--- src/rtl/reg_file_ctrl.sv ---
// rtl/reg_file_ctrl.sv - command sequencer driving an 8 x 16 register file's pin-level interface
module reg_file_ctrl #(
    parameter int WIDTH  = 16,
    parameter int DEPTH  = 8,
    parameter int ADDR   = $clog2(DEPTH),
    parameter int RD_LAT = 1
) (
    input  logic             clk,
    input  logic             rst,
    input  logic             cmd_valid,
    output logic             cmd_ready,
    input  logic             cmd_wr,
    input  logic [ADDR-1:0]  cmd_addr,
    input  logic [WIDTH-1:0] cmd_wdata,
    output logic             rsp_valid,
    input  logic             rsp_ready,
    output logic [ADDR-1:0]  rsp_addr,
    output logic [WIDTH-1:0] rsp_rdata,
    output logic             WrEn,
    output logic             RdEn,
    output logic [ADDR-1:0]  Address,
    output logic [WIDTH-1:0] WrData,
    input  logic [WIDTH-1:0] RdData,
    output logic [7:0]       wr_count,
    output logic [7:0]       rd_count
);

    localparam int WAIT_W = 3;

    typedef enum logic [2:0] {IDLE, WR, RD, RD_WAIT, RSP} state_t;

    state_t             state_q, state_d;
    logic               wr_en_q, wr_en_d;
    logic               rd_en_q, rd_en_d;
    logic [ADDR-1:0]    addr_q, addr_d;
    logic [WIDTH-1:0]   wdata_q, wdata_d;
    logic               rsp_valid_q, rsp_valid_d;
    logic [ADDR-1:0]    rsp_addr_q, rsp_addr_d;
    logic [WIDTH-1:0]   rsp_rdata_q, rsp_rdata_d;
    logic [7:0]         wr_count_q, wr_count_d;
    logic [7:0]         rd_count_q, rd_count_d;
    logic [WAIT_W-1:0]  wait_q, wait_d;

    // Only the accept signal is combinational, so a reset pulse blocks new commands at once.
    assign cmd_ready = (state_q == IDLE) & ~rst;

    always_comb begin
        state_d     = state_q;
        wr_en_d     = 1'b0;
        rd_en_d     = 1'b0;
        addr_d      = addr_q;
        wdata_d     = wdata_q;
        rsp_valid_d = rsp_valid_q;
        rsp_addr_d  = rsp_addr_q;
        rsp_rdata_d = rsp_rdata_q;
        wr_count_d  = wr_count_q;
        rd_count_d  = rd_count_q;
        wait_d      = wait_q;
        unique case (state_q)
            IDLE: begin
                if (cmd_valid && cmd_ready) begin
                    addr_d = cmd_addr;
                    if (cmd_wr) begin
                        wdata_d = cmd_wdata;
                        wr_en_d = 1'b1;
                        state_d = WR;
                    end else begin
                        rd_en_d = 1'b1;
                        state_d = RD;
                    end
                end
            end
            WR: begin
                wr_count_d = wr_count_q + 8'd1;
                state_d    = IDLE;
            end
            RD: begin
                wait_d  = WAIT_W'(RD_LAT);
                state_d = RD_WAIT;
            end
            RD_WAIT: begin
                // Count 1 marks the cycle in which the file's RdData is valid.
                if (wait_q == WAIT_W'(1)) begin
                    rsp_rdata_d = RdData;
                    rsp_addr_d  = addr_q;
                    rsp_valid_d = 1'b1;
                    state_d     = RSP;
                end else begin
                    wait_d = wait_q - WAIT_W'(1);
                end
            end
            RSP: begin
                if (rsp_ready) begin
                    rsp_valid_d = 1'b0;
                    rd_count_d  = rd_count_q + 8'd1;
                    state_d     = IDLE;
                end
            end
            default: state_d = IDLE;
        endcase
    end

    always_ff @(posedge clk or posedge rst) begin
        if (rst) begin
            state_q     <= IDLE;
            wr_en_q     <= 1'b0;
            rd_en_q     <= 1'b0;
            addr_q      <= '0;
            wdata_q     <= '0;
            rsp_valid_q <= 1'b0;
            rsp_addr_q  <= '0;
            rsp_rdata_q <= '0;
            wr_count_q  <= 8'd0;
            rd_count_q  <= 8'd0;
            wait_q      <= '0;
        end else begin
            state_q     <= state_d;
            wr_en_q     <= wr_en_d;
            rd_en_q     <= rd_en_d;
            addr_q      <= addr_d;
            wdata_q     <= wdata_d;
            rsp_valid_q <= rsp_valid_d;
            rsp_addr_q  <= rsp_addr_d;
            rsp_rdata_q <= rsp_rdata_d;
            wr_count_q  <= wr_count_d;
            rd_count_q  <= rd_count_d;
            wait_q      <= wait_d;
        end
    end

    assign WrEn      = wr_en_q;
    assign RdEn      = rd_en_q;
    assign Address   = addr_q;
    assign WrData    = wdata_q;
    assign rsp_valid = rsp_valid_q;
    assign rsp_addr  = rsp_addr_q;
    assign rsp_rdata = rsp_rdata_q;
    assign wr_count  = wr_count_q;
    assign rd_count  = rd_count_q;

endmodule

--- config.mk ---
export PLATFORM = sky130hd
export DESIGN_NAME = reg_file_ctrl
export DESIGN_NICKNAME = d
export VERILOG_FILES = /design/src/rtl/reg_file_ctrl.sv
export SDC_FILE = /design/constraint.sdc
export NUM_CORES = 1
export LEC_CHECK = 0
export ABC_AREA = 1
export CAP_MARGIN = 25
export CORE_ASPECT_RATIO = 1.75
export CORE_MARGIN = 2
export CORE_UTILIZATION = 40
export CTS_BUF_LIST = sky130_fd_sc_hd__clkbuf_4 sky130_fd_sc_hd__clkbuf_8 sky130_fd_sc_hd__clkbuf_16
export CTS_CLUSTER_SIZE = 8
export DETAILED_ROUTE_END_ITERATION = 7
export PLACE_DENSITY = 0.76
export SETUP_SLACK_MARGIN = 0.15
export SLEW_MARGIN = 5
export SYNTH_ARGS = -nofsm -noshare
export SYNTH_HDL_FRONTEND = slang
export SYNTH_SLANG_ARGS = --single-unit
--- constraint.sdc ---
create_clock -name clk -period 1.9 [get_ports clk]
set_input_delay 0.19 -clock clk [delete_from_list [all_inputs] [get_ports clk]]
set_output_delay 0.19 -clock clk [all_outputs]
set_load 0.02 [all_outputs]
# Yosys cells after proc, flatten, opt, wreduce, memory -nomap -nowiden
# Index checks and enable logic that the tools add are counted.
# op_classes
order_cmp,0
n_div,0
shifts,0
multipliers,0
muxes,16
add_sub_neg,3
bitwise,2
reduce_logical,11
n_eq_ne,9
# ops
op,n
adder 8 x 1 -> 8 bit (second input constant),2
2-to-1 mux 3 bit,4
one-hot mux 3 bit (4 select lines),1
AND reduction 3 bit,3
2-to-1 mux 1 bit,8
AND reduction 2 bit,4
equality test 3 x 1 -> 1 bit (second input constant),2
equality test 3 x 2 -> 1 bit (second input constant),2
!= test 2 bit (second input constant),3
one-hot mux 3 bit (2 select lines),1
nonzero test 2 bit,2
equality test 3 bit (second input constant),1
zero test 3 bit,1
subtractor 3 x 1 -> 3 bit (second input constant),1
2-to-1 mux 2 bit,1
!= test 2 x 1 -> 1 bit (second input constant),1
one-hot mux 1 bit (2 select lines),1
bitwise AND 1 bit,1
logical AND 1 bit,1
inverter 1 bit,1
# word_totals
latchBits,0
mem_count,0
mem_bits_ro,0
register_bits,63
mem_bits_rw,0

# Logic depth before layout (Yosys ltp)
# Gate-level depths: netlist of the first run.
# depth
depth_word,5
mapped_depth,8
ltp_nobuf,8

# Worst setup path before layout of the first run
# OpenSTA, ideal clock, no wires.
# synth_path
kind,input-to-reg
startpoint,in rst
endpoint,"reg wdata_q[0], in the netlist WrData[0]"
path_stages,7
setup_time_ns,0.117
required_time_ns,1.783
arrival_time_ns,2.405
path_buffers,1
slack_ns,-0.622
cell_sequence,inv_1 -> nand3_1 -> inv_1 -> nand3_2 -> buf_2 -> nand2_1 -> nand2_1
# synth_between
elab_chain_len,4
# synth_lines
item,line,source
"start, declared",9,"input logic rst,"
inverter 1 bit,45,assign cmd_ready = (state_q == IDLE) & ~rst;
bitwise AND 1 bit,45,
via cmd_ready,11,"output logic cmd_ready,"
logical AND 1 bit,61,if (cmd_valid && cmd_ready) begin
AND reduction 3 bit (no line),n/a,
"end signal, assigned",121,wdata_q <= wdata_d;
"end, declared",36,"logic [WIDTH-1:0] wdata_q, wdata_d;"
# The timed path passes the listed nets, and every way through them passes these cells.
# A chain may end at the register's enable or synchronous reset.

# Final worst setup path of the first run
# layout_path
startpoint,"reg wr_count_q[0], in the netlist wr_count[0]"
endpoint,out wr_count[0]
# layout_lines
item,line,source
"start, declared",40,"logic [7:0] wr_count_q, wr_count_d;"
"start signal, assigned",125,wr_count_q <= wr_count_d;
"end, declared",24,"output logic [7:0] wr_count,"
# No word-level cell between the ends.

==> results of run 1 <==
[per-layer routing]
layer | vias to the layer above | track usage | wire length [um]
met5 | - | 0 | 0
met4 | 0 | 0.0884 | 142
met3 | 9 | 0.0552 | 193
met2 | 48 | 0.339 | 3580
met1 | 1087 | 0.201 | 2280
li1 | 1177 | - | -
[power by group through the flow]
| stage | combinational, uW | clock (uW) | sequential [uW] |
|---|---|---|---|
| final | 2770 | 1480 | 2260 |
| after global routing | 3030 | 1590 | 2340 |
| after CTS | 2810 | 1520 | 2270 |
| after detailed placement | 2800 | 0 | 2270 |
| after global placement | 2750 | 0 | 2250 |
| after floorplan | 920 | 0 | 2830 |
[sequential cells by signal, summed over array words and instances, names as in the netlist]
name       count
Address        3
RdEn           1
WrData        16
WrEn           1
rd_count       8
rsp_addr       3
rsp_rdata     16
rsp_valid      1
state_q        3
wait_q         3
wr_count       8
[final timing paths]
| kind | endpoint | cells after the start | from | slack (ns) |
|---|---|---|---|---|
| setup / recovery | wr_count[0] | 1 | wr_count[0] | 0.26 |
| hold / removal | WrData[9] | 3 | cmd_wdata[9] | 0.39 |
| setup reg to reg | rd_count[2] | 6 | state_q[0] | 0.41 |
| hold reg to reg | WrData[7] | 2 | WrData[7] | 0.47 |
| max in group asynchronous | rsp_rdata[6] | 3 | rst | 0.82 |
| min in group asynchronous | WrData[14] | 3 | rst | 0.57 |
[tightest hold or removal path, stage by stage]
cell and delay [ns]:
clkdlybuf4s50_1 0.39, nand2_1 0.05, nand2_1 0.04
[layout make-up]
type                    instances  share of cell area
flip-flops and latches         63               0.386
repair buffers                 99               0.242
multi-input cells             205               0.240
clock buffers                  13              0.0656
inverters                      42              0.0402
well taps                      82              0.0251
clock inverters                 1             0.00123
[cells by family after synthesis]
logic type               count (synthesis)  synth area share
flip-flops                              63             0.576
adder cells (fa/ha/maj)                  4            0.0183
buffers and inverters                   48            0.0709
AO/OA/AOI/OAI                           28            0.0526
AND/OR/NAND/NOR                        166             0.260
XOR/XNOR                                 7            0.0224
[timing repair]
action                                  in CTS  in global routing
gates resized for setup                      1                  1
hold endpoints to repair                     0                  0
endpoints found under the setup margin       1                  1
cloned                                       0                  0
[through the flow]
stage	setup TNS, ns	utilization	total power (uW)	instance area (sq um)	setup WS, ns
3_5_place_dp	0	0.578	5070	3810	0.172
4_1_cts	0	0.619	6600	4080	0.205
5_1_grt	0	0.619	6960	4080	0.173
3_3_place_gp	0	0.578	5000	3810	0.186
6_report	0	0.619	6510	4080	0.263
2_1_floorplan	-0.581	-	3750	2760	-0.0645
[cell usage in the layout, fill, tap and decap left out, types with 4 or more instances in the layout]
master / n
nor2_1: 11
clkbuf_16: 9
clkdlybuf4s50_1: 96
nand2_1: 129
ha_1: 4
xor2_1: 5
dfrtp_1: 63
a21oi_1: 5
inv_1: 40
nand3_1: 11
nand3b_1: 5
o21ai_1: 19
==> flow_metrics.env, run 1 <==
export IMPL_grt_overflow=0
export IMPL_die_h_um=113
export IMPL_ys_seq_area_frac=0.576
export IMPL_switching_share=0.366
export IMPL_critPathSlowestCell="clkdlybuf4s50_1"
export IMPL_critical_path_buf_inv_count=1
export IMPL_p_clk_frac=0.227
export IMPL_critPathCaptureType="primary output"
export IMPL_async_flop_share=1.00
export IMPL_yosysTopAreaCell="dfrtp_1"
export IMPL_synth_seq_cells=63
export IMPL_synth_area_sq_um=2740
export IMPL_cts_tree="yes"
export IMPL_holdWs_ns=0.394
export IMPL_hold_class="input pin to flip-flop"
export IMPL_grt_pass1_wl_um=10800
export IMPL_slew_headroom=0.484
export IMPL_area_delta_synth_final_pct=49.1
export IMPL_coreArea_sq_um=6590
export IMPL_drt_iter0_drc=99
export IMPL_yosysWarnings=0
export IMPL_skew_ns=0.00401
export IMPL_clock_sinks=63
export IMPL_ant_nets=0
export IMPL_period_needed_ns=1.64
export IMPL_grtUsageTotal=0.191
export IMPL_start_util=0.415
export IMPL_post_route_period_util=0.861
export IMPL_p_leak_uw=0.00203
export IMPL_clk_path_buf_depth=2
export IMPL_cp_max_fo=6
export IMPL_dp_hpwl_um=4530
export IMPL_p_seq_frac=0.347
export IMPL_drt_total_wl_um=6190
export IMPL_p_sw_uw=2380
export IMPL_rsz0062_at_grt="false"
export IMPL_crit_arrival_ns=1.45
export IMPL_nNetsFinal=464
export IMPL_gp_congestion=0.840
export IMPL_internal_power_uw=4120
export IMPL_synth_top_area_share=0.576
export IMPL_insertion_delay_ns=0.32
export IMPL_critPathLaunchType="flip-flop"
export IMPL_netlist_instances=316
export IMPL_hold_buffers=0
export IMPL_seq_area_sq_um=1580
export IMPL_yosysUniqueCellTypes=22
export IMPL_synth_most_common_cell="nand2_1"
export IMPL_layout_drive_gt1_share=0.0615
export IMPL_pin_count=98
export IMPL_placed_cells=491
export IMPL_multi_input_area_sq_um=978
export IMPL_drc_errors=0
export IMPL_drv_cap=0
export IMPL_cp_required_ns=1.71
export IMPL_viasPerCell=4.60
export IMPL_die_area_sq_um=7540
export IMPL_syn_avg_cell_area_sq_um=8.66
export IMPL_fmax_mhz=611
export IMPL_grt_max_degree=64
export IMPL_die_w_um=66.5
export IMPL_power_density_nw_per_um2=1590
export IMPL_fillCellCount=566
export IMPL_antenna_found_initial=0
export IMPL_path_clk_slew_ns=0.05
export IMPL_cts_root_buf="clkbuf_16"
export IMPL_layout_cells_non_filler=505
export IMPL_dr_pass1_iters=4
export IMPL_via_count=2321
export IMPL_setup_viol=0
export IMPL_yosys_top_cells_area="dfrtp_1 (58%), nand2_1 (18%), inv_1 (5.8%)"
export IMPL_portBuffers=97
export IMPL_slew_violations=0
export IMPL_tightest_slew_ns=0.774
export IMPL_crit_type="flip-flop to primary output"
export IMPL_htree_levels=3
export IMPL_finalHoldViolations=0
export IMPL_numCtsBuffers=9
export IMPL_postCtsSetupBuffers=0
export IMPL_grt_pass1_vias=2437
export IMPL_fp_row_count=39
export IMPL_p_comb_frac=0.426
export IMPL_max_stage_delay_ns=0.65
export IMPL_synth_edf_count=0
export IMPL_ys_flop_type="dfrtp_1"
export IMPL_wl_per_cell_um=12.3
export IMPL_critPathTopFamily="buffers and inverters"
export IMPL_outcome="finished, final reports clean"
export IMPL_synth_nets=360
export IMPL_irDropWorstVdd_uv=1020
export IMPL_synth_commonest_cells="nand2_1 (129), dfrtp_1 (63), inv_1 (42)"
export IMPL_path_cells="clkdlybuf4s50_1"
export IMPL_antennaDiodeCount=0
Note: power is estimated with default switching activity, not from simulation.
==> inputs of run 2 (changes only) <==
--- a/config.mk
+++ b/config.mk
@@ -15,7 +15,7 @@
 export DETAILED_ROUTE_END_ITERATION = 7
 export PLACE_DENSITY = 0.76
 export SETUP_SLACK_MARGIN = 0.15
-export SLEW_MARGIN = 5
+export SLEW_MARGIN = 10
 export SYNTH_ARGS = -nofsm -noshare
 export SYNTH_HDL_FRONTEND = slang
 export SYNTH_SLANG_ARGS = --single-unit
==> results of run 2 <==
No change in the layout: final DEF, timing and power equal those of run 1.
